[src/rtl/clint_wb_multi.sv]
// rtl/clint_wb_multi.sv - multi-hart machine timer / software interrupt controller on a Wishbone classic slave
//
// Ports:
//   wb_clk_i            clock, all logic on the rising edge
//   wb_rst_i            synchronous active-high reset
//   wb_cyc_i, wb_stb_i  bus cycle / strobe
//   wb_we_i             1 = write, 0 = read
//   wb_adr_i[31:0]      byte address, bits [1:0] ignored
//   wb_sel_i[3:0]       byte lane enables for writes
//   wb_dat_i[31:0]      write data
//   wb_dat_o[31:0]      read data, zero whenever wb_ack_o is low
//   wb_ack_o            single-cycle registered acknowledge
//   mtip_o[NUM_HARTS]   machine timer interrupt pending per hart
//   msip_o[NUM_HARTS]   machine software interrupt pending per hart

module clint_wb_multi #(
    parameter int unsigned NUM_HARTS = 1,
    parameter logic [31:0] BASE_ADDR = 32'h2000_0C00,
    parameter int unsigned TICK_DIV  = 1
) (
    input  logic                 wb_clk_i,
    input  logic                 wb_rst_i,
    input  logic                 wb_cyc_i,
    input  logic                 wb_stb_i,
    input  logic                 wb_we_i,
    input  logic [31:0]          wb_adr_i,
    input  logic [3:0]           wb_sel_i,
    input  logic [31:0]          wb_dat_i,
    output logic [31:0]          wb_dat_o,
    output logic                 wb_ack_o,
    output logic [NUM_HARTS-1:0] mtip_o,
    output logic [NUM_HARTS-1:0] msip_o
);

    localparam logic [15:0] TICK_LAST = 16'(TICK_DIV - 1);

    logic [63:0] mtime;
    logic [31:0] mtime_hi_shadow;
    logic [15:0] tick_cnt;
    logic [63:0] mtimecmp [NUM_HARTS];
    logic [31:0] rdata;
    logic [31:0] rdata_q;

    // Word offset into the 512-byte window; the window is naturally aligned,
    // so everything above the 7-bit word index must be zero to be a hit.
    logic [29:0] woff;
    logic [6:0]  word;
    logic        in_win;
    logic        req;
    logic        wr;
    logic        rd;
    logic        is_msip;
    logic        is_cmp;
    logic        is_mtime_lo;
    logic        is_mtime_hi;
    logic        wr_mtime_lo;
    logic        wr_mtime_hi;
    logic        tick;
    logic        unused_adr;

    assign unused_adr  = &{1'b0, wb_adr_i[1:0]};

    assign woff        = wb_adr_i[31:2] - BASE_ADDR[31:2];
    assign in_win      = (woff[29:7] == '0);
    assign word        = woff[6:0];

    assign req         = wb_cyc_i & wb_stb_i & in_win & ~wb_ack_o;
    assign wr          = req & wb_we_i;
    assign rd          = req & ~wb_we_i;

    assign is_msip     = ~word[6];
    assign is_cmp      = word[6] & (word[5:1] != 5'h1F);
    assign is_mtime_lo = (word == 7'h7E);
    assign is_mtime_hi = (word == 7'h7F);

    // An mtime write with no byte lanes enabled is a pure no-op, including
    // leaving the prescaler alone.
    assign wr_mtime_lo = wr & is_mtime_lo & (|wb_sel_i);
    assign wr_mtime_hi = wr & is_mtime_hi & (|wb_sel_i);

    assign tick        = (tick_cnt == TICK_LAST);

    function automatic logic [31:0] merge_bytes(input logic [31:0] old_w,
                                                input logic [31:0] new_w,
                                                input logic [3:0]  sel);
        logic [31:0] res;
        for (int b = 0; b < 4; b++) begin
            res[8*b +: 8] = sel[b] ? new_w[8*b +: 8] : old_w[8*b +: 8];
        end
        return res;
    endfunction

    // Read mux; unmapped offsets (including harts beyond NUM_HARTS) fall through to 0.
    always_comb begin
        rdata = '0;
        if (is_mtime_lo) begin
            rdata = mtime[31:0];
        end else if (is_mtime_hi) begin
            rdata = mtime_hi_shadow;
        end
        for (int h = 0; h < int'(NUM_HARTS); h++) begin
            if (is_msip && (word[5:0] == 6'(h))) begin
                rdata = {31'd0, msip_o[h]};
            end
            if (is_cmp && (word[5:1] == 5'(h))) begin
                rdata = word[0] ? mtimecmp[h][63:32] : mtimecmp[h][31:0];
            end
        end
    end

    // Bus handshake: ack follows req by one cycle, and the ack itself masks req,
    // so a held strobe produces an ack every other cycle.
    always_ff @(posedge wb_clk_i) begin
        if (wb_rst_i) begin
            wb_ack_o <= 1'b0;
            rdata_q  <= '0;
        end else begin
            wb_ack_o <= req;
            if (req) begin
                rdata_q <= wb_we_i ? 32'd0 : rdata;
            end
        end
    end

    assign wb_dat_o = wb_ack_o ? rdata_q : 32'd0;

    // Per-hart MSIP and MTIMECMP registers.
    always_ff @(posedge wb_clk_i) begin
        if (wb_rst_i) begin
            msip_o <= '0;
            for (int h = 0; h < int'(NUM_HARTS); h++) begin
                mtimecmp[h] <= '1;
            end
        end else begin
            for (int h = 0; h < int'(NUM_HARTS); h++) begin
                if (wr && is_msip && (word[5:0] == 6'(h)) && wb_sel_i[0]) begin
                    msip_o[h] <= wb_dat_i[0];
                end
                if (wr && is_cmp && (word[5:1] == 5'(h))) begin
                    if (word[0]) begin
                        mtimecmp[h][63:32] <= merge_bytes(mtimecmp[h][63:32], wb_dat_i, wb_sel_i);
                    end else begin
                        mtimecmp[h][31:0] <= merge_bytes(mtimecmp[h][31:0], wb_dat_i, wb_sel_i);
                    end
                end
            end
        end
    end

    // mtime and prescaler. A bus write to either half takes priority over the
    // tick: the other half holds, nothing increments, and the prescaler restarts.
    always_ff @(posedge wb_clk_i) begin
        if (wb_rst_i) begin
            mtime    <= '0;
            tick_cnt <= '0;
        end else if (wr_mtime_lo || wr_mtime_hi) begin
            mtime[31:0]  <= wr_mtime_lo ? merge_bytes(mtime[31:0], wb_dat_i, wb_sel_i) : mtime[31:0];
            mtime[63:32] <= wr_mtime_hi ? merge_bytes(mtime[63:32], wb_dat_i, wb_sel_i) : mtime[63:32];
            tick_cnt     <= '0;
        end else begin
            if (tick) begin
                mtime    <= mtime + 64'd1;
                tick_cnt <= '0;
            end else begin
                tick_cnt <= tick_cnt + 16'd1;
            end
        end
    end

    // Reading the low word snapshots the high word so a low-then-high read
    // pair is coherent across a carry out of bit 31.
    always_ff @(posedge wb_clk_i) begin
        if (wb_rst_i) begin
            mtime_hi_shadow <= '0;
        end else if (rd && is_mtime_lo) begin
            mtime_hi_shadow <= mtime[63:32];
        end
    end

    always_ff @(posedge wb_clk_i) begin
        if (wb_rst_i) begin
            mtip_o <= '0;
        end else begin
            for (int h = 0; h < int'(NUM_HARTS); h++) begin
                mtip_o[h] <= (mtime >= mtimecmp[h]);
            end
        end
    end

endmodule

[config.mk]
export PLATFORM = sky130hd
export DESIGN_NAME = clint_wb_multi
export DESIGN_NICKNAME = d
export VERILOG_FILES = /design/src/rtl/clint_wb_multi.sv
export SDC_FILE = /design/constraint.sdc
export NUM_CORES = 1
export LEC_CHECK = 0
export ABC_CLOCK_PERIOD_IN_PS = 8800
export BUFFER_PORTS_ARGS = -buffer_cell sky130_fd_sc_hd__buf_4
export CAP_MARGIN = 0
export CORE_UTILIZATION = 60
export CTS_CLUSTER_SIZE = 14
export DETAILED_ROUTE_END_ITERATION = 8
export HOLD_SLACK_MARGIN = 0.15
export PLACE_DENSITY = 0.8
export REMOVE_ABC_BUFFERS = 1
export SLEW_MARGIN = 30
export SYNTH_ARGS = -nofsm -noshare
export SYNTH_HDL_FRONTEND = slang
export SYNTH_SLANG_ARGS = --single-unit
[constraint.sdc]
create_clock -name wb_clk_i -period 8.8 [get_ports wb_clk_i]
set_input_delay 0.44 -clock wb_clk_i [delete_from_list [all_inputs] [get_ports wb_clk_i]]
set_output_delay 0.44 -clock wb_clk_i [all_outputs]
set_load 0.02 [all_outputs]
# Word level (Yosys, flattened, before mapping)
# Memories as Yosys holds them, arrays and structs flattened.
# Index checks and enable logic that the tools add are counted.
dict set report totals {
  reg_bits 147
  inputBits 73
  word_cells 104
  out_inout_bits 35
  mem_count 1
  ramBits 64
}
# name words width read_ports rd_clocked_by_memory_dff wr line
set memory_table {}
lappend memory_table {mtimecmp 1 64 1 0 1 40} ;# logic [63:0] mtimecmp [NUM_HARTS];
dict set report classes {
  eq_ne 9
  n_addsub 3
  mux 37
  bitwise 13
  n_lt_le_gt_ge 1
  n_reduce_logical 26
}
# cell count
set op_table {}
lappend op_table {{two-way mux 32 bit} 9}
lappend op_table {{two-way mux 64 bit} 4}
lappend op_table {{OR reduction 64 bit} 2}
lappend op_table {{two-way mux 8 bit} 12}
lappend op_table {{adder 64 x 1 -> 64 bit, second input constant} 1}
lappend op_table {{>= comparator 64 bit} 1}
lappend op_table {{subtractor 30 x 28 -> 30 bit, second input constant} 1}
lappend op_table {{AND reduction 3 bit} 8}
lappend op_table {{logical NOT 23 bit} 1}
lappend op_table {{adder 16 x 1 -> 16 bit, second input constant} 1}
lappend op_table {{logical NOT 16 bit} 1}
lappend op_table {{equality test 7 bit, second input constant} 2}
lappend op_table {{inequality test 2 bit, second input constant} 6}
lappend op_table {{bitwise AND 1 bit} 10}
lappend op_table {{two-way mux 1 bit} 10}
lappend op_table {{logical AND 1 bit} 8}
lappend op_table {{logical NOT 6 bit} 1}
lappend op_table {{logical NOT 5 bit} 1}
lappend op_table {{inequality test 5 bit, second input constant} 1}
lappend op_table {{two-way mux 2 bit} 2}
lappend op_table {{OR reduction 4 bit} 1}
lappend op_table {{NOT 1 bit} 3}
lappend op_table {{OR reduction 3 bit} 1}
lappend op_table {{nonzero test 2 bit} 1}
lappend op_table {{logical OR 1 bit} 1}

# Longest topological paths before layout
dict set report depth {
  depth_word 13
  mapped_depth 11
  ltp_nobuf 10
}

# Least setup slack after synthesis
# OpenSTA, ideal clock, no wires.
dict set report synth_timing {
  kind {input-to-reg}
  startpoint {input wb_adr_i[10]}
  endpoint {memory mtimecmp[0][0], enable pin}
  n_path_buf 1
  arrival_time_ns 3.155
  setup_slack_ns 5.270
  stages 9
  setup_ns 0.375
  required_ns 8.425
  cell_sequence {ha_1 nor4_2 nand4_1 or4_4 xor2_1 o211a_1 buf_4 nand4_1 o21bai_1}
}
dict set report synth_between {
  elab_chain_cells 13
  word_cells_on_any_way 17
  cone_classes {add/sub (1); mux (8); bitwise (3); reduce/logical (5)}
}
# element line
set synth_lines {}
lappend synth_lines {{start: declaration} 26} ;# input logic [31:0] wb_adr_i,
lappend synth_lines {{subtractor 30 x 28 -> 30 bit (*)} 63} ;# assign woff = wb_adr_i[31:2] - BASE_ADDR[31:2];
lappend synth_lines {{logical NOT 23 bit (*)} 64} ;# assign in_win = (woff[29:7] == '0);
lappend synth_lines {{bitwise AND 1 bit (*) (2 in series)} 67} ;# assign req = wb_cyc_i & wb_stb_i & in_win & ~wb_ack_o;
lappend synth_lines {{bitwise AND 1 bit (*)} 68} ;# assign wr = req & wb_we_i;
lappend synth_lines {{logical AND 1 bit (*) (2 in series)} 139} ;# if (wr && is_cmp && (word[5:1] == 5'(h))) begin
lappend synth_lines {{two-way mux 1 bit} 139}
lappend synth_lines {{two-way mux 1 bit} 129} ;# if (wb_rst_i) begin
lappend synth_lines {{two-way mux 1 bit (implied by the code)} 141} ;# mtimecmp[h][63:32] <= merge_bytes(mtimecmp[h][63:32], wb_dat_i, wb_sel_i);
lappend synth_lines {{OR reduction 64 bit (no line)} n/a}
lappend synth_lines {{two-way mux 2 bit (no line)} n/a}
lappend synth_lines {{two-way mux 2 bit (no line) (*)} n/a}
lappend synth_lines {{end: declaration} 40}
# Every way passes the cells marked *; elsewhere a longest branch is shown, timed or not.

# Worst setup path after layout
dict set report layout_timing {
  startpoint {input wb_adr_i[10]}
  endpoint {memory mtimecmp[0][45], enable pin}
}
# The elaborated chain is that of the path after synthesis.

==> results.toml <==
[drt]
ant_nets = 0
drtIter0Drc = 1375
vias = 12500
drt_wl_total_mm = 38.9
drt-vias-per-instance = 6.48
detail_route.wl_per_cell_um = 20.2
drc = 0
first_pass_iters = 6

[synth]
synth_xor_area_share_pct = 1.20
syn_avg_cell_area_sq_um = 8.29
synth_top_cell_area_share_pct = 22.6
synth_top_family_by_area = "simple AND/OR/NAND/NOR gates"
synth-edff-count = 64
synth_seq_cells = 211
ys.flop_type = "dfxtp_1"
yosysWarnings = 0
synth_cell_types = 82
seq_area_frac_synth_pct = 37.3
synthAdderAreaFrac_pct = 6.53
yosys-top-cells-area = "dfxtp_1 23%, edfxtp_1 15%, nand2_1 6.6%, ha_1 6.5%, mux2i_1 5.1%"
syn-cell-area_sq_um = 13000
synth_compound_area_share_pct = 19.1
yosysTopAreaCell = "dfxtp_1"
synthMuxAreaShare_pct = 5.32
syn_inst = 1571
async_flop_share_pct = 0
yosys.area_share.simple_pct = 24.5

[floorplan]
dieArea_sq_um = 22300
ios = 108
dieHeight_um = 149
die_width_um = 149
core_sq_um = 21200
start_util_pct = 61.6
rows = 53

[timing]
layout_min_cycle_time_ns = 4.39
period_share_pct = 49.9
finalSetupViolCount = 0
rsz0062_at_grt = "false"
max_freq_mhz = 228
drv_slew = 0
holdWs_ns = 0.216
relSlewSlack_pct = 31.3
setup-tns-final_ns = 0
fin_skew_ns = 0.00934
hold_viol_final = 0
tightest_slew_ns = 1.03

[placement]
place_area_sq_um = 14000
io_buffer_count = 105
gp_congestion = 0.938
dp_hpwl_mm = 26.5

[global_route]
antenna_found_initial = 0
grt_first_pass_wirelength_mm = 61.2
grt_pass1_vias = 11600
grt-ovfl-total = 0
grt_usage_pct = 35.0
grt_max_degree = 83

[clocking]
cts_setup_buffers = 0
clkLatencyLatePin_ns = 0.52
cts_tree = "done"
path_clk_slew_ns = 0.06
cts_resized = 0
clock-sinks = 211
clockRootBuffer = "clkbuf_16"
postCtsHoldBufs = 0
numCtsBuffers = 24
clock_path_buffers = 3
htreeDepth = 1

[layout]
drive_gt1_share_pct = 11.2
final_nets = 1773
antenna_cells = 0
fill_cells = 1774
multi_input_area_sq_um = 7420
fin_area_sq_um = 14700
synthToLayoutAreaGrowth_pct = 12.9
seq_area_sq_um = 4860

[critical_path]
cp_data_arrival_time_ns = 4.53
critPathCaptureType = "flip-flop"
critPathMaxFanout = 15
crit_type = "in -> reg"
start_kind = "primary input"
cp.required_ns = 8.94

[job]
drv_cap = 0

[pwr]
powerDensity_nw_per_um2 = 145
vdd_drop_max_mv = 0.148
fin_total_pwr_mw = 2.13
leakagePower_nw = 5.86

[run_status]
status = "finished, final reports clean"

[worst_hold_path]
hold_class = "in -> reg"
metal layers:
metal / wire (um) / GRT usage, %
met1: 15600 / 46.7
met2: 17500 / 55.6
met3: 4310 / 6.21
met4: 1500 / 14.6
met5: 0 / 0
synthesized netlist by cell type, types with 24 or more instances:
cell and n:
o22ai_1 37, a21oi_1 120, nor3_1 49, and2_1 43, clkbuf_1 71, a211oi_1 28
a21o_1 27, nand2_1 230, edfxtp_1 64, and3_1 24, ha_1 68, inv_1 112
dfxtp_1 147, nor2_1 81, nand4_1 27, nand3_1 58, o21ai_0 56, mux2i_1 67
nand3b_1 33
cells by family (layout without fill, tap and decap cells):
group / Yosys count / after routing
and+or+nand+nor: 629 / 629
DFF: 211 / 211
AOI/OAI and AO/OA: 375 / 375
buffers and inverters: 202 / 281
xor gates and xnor gates: 17 / 17
adders and majority gates: 68 / 68
muxes: 69 / 69
path summary, 6_finish.rpt:
kind	start	to	slack, ns	cells past startpoint
worst min register to register	rdata_q[31]	rdata_q[31]	0.44	2
worst max register to register	wb_ack_o	mtimecmp[0][45]	5.22	8
worst max-delay path	wb_adr_i[10]	mtimecmp[0][45]	4.41	10
worst min-delay path	wb_dat_i[17]	mtimecmp[0][49]	0.22	3
sequential cells by signal (all words and copies together), names as in the netlist:
signal	cells
mtime	64
mtimecmp	64
mtime_hi_shadow	32
rdata_q	32
tick_cnt	16
msip_o	1
mtip_o	1
wb_ack_o	1
cell usage in the layout, fill, tap and decap left out, types with 9 or more instances in the layout:
master,instances
and4_1,14
and2_1,44
mux2i_1,67
nand2_1,230
a211oi_1,27
ha_1,68
o22ai_1,37
and3_1,24
a21oi_1,120
xor2_1,9
nand4_1,27
a31oi_1,18
or3_1,12
nand3_1,58
o21ai_0,56
nand3b_1,33
nor4_1,13
clkbuf_1,14
clkbuf_16,25
edfxtp_1,64
dfxtp_1,147
inv_1,112
a21o_1,27
buf_4,124
nor3_1,49
nor2_1,81
area by class of cell:
type / count / area share, %
repair buffers: 125 / 6.40
clock inverters: 3 / 0.0936
inverters: 112 / 2.86
flip-flops and latches: 211 / 33.1
clock buffers: 41 / 4.80
well taps: 275 / 2.34
multi-input cells: 1158 / 50.4
through the flow:
| stage | utilization [%] | instances | worst slack (ns) |
|---|---|---|---|
| 2_1_floorplan | - | 1481 | 3.54 |
| 3_3_place_gp | 66.1 | 1881 | 4.22 |
| 3_5_place_dp | 66.1 | 1881 | 4.07 |
| 4_1_cts | 69.5 | 1925 | 4.62 |
| 5_1_grt | 69.5 | 1925 | 4.27 |
| 6_report | 69.5 | 1925 | 4.41 |
where the power goes:
part / total, mW / switching, mW / internal [mW]
clock network: 0.941 / 0.400 / 0.541
registers: 1.03 / 0.0108 / 1.02
logic: 0.160 / 0.0979 / 0.0618
worst max-delay path, stage by stage:
cell and delay, ns:
buf_4 0.13, ha_1 0.23, nor4_2 0.44, nand4_1 0.25, o21ai_0 0.29, nor3b_1 0.49, o211a_1 0.24, buf_4 0.27
nand4_1 0.67, o21bai_1 1.07
Note: power is estimated with default switching activity, not from simulation.
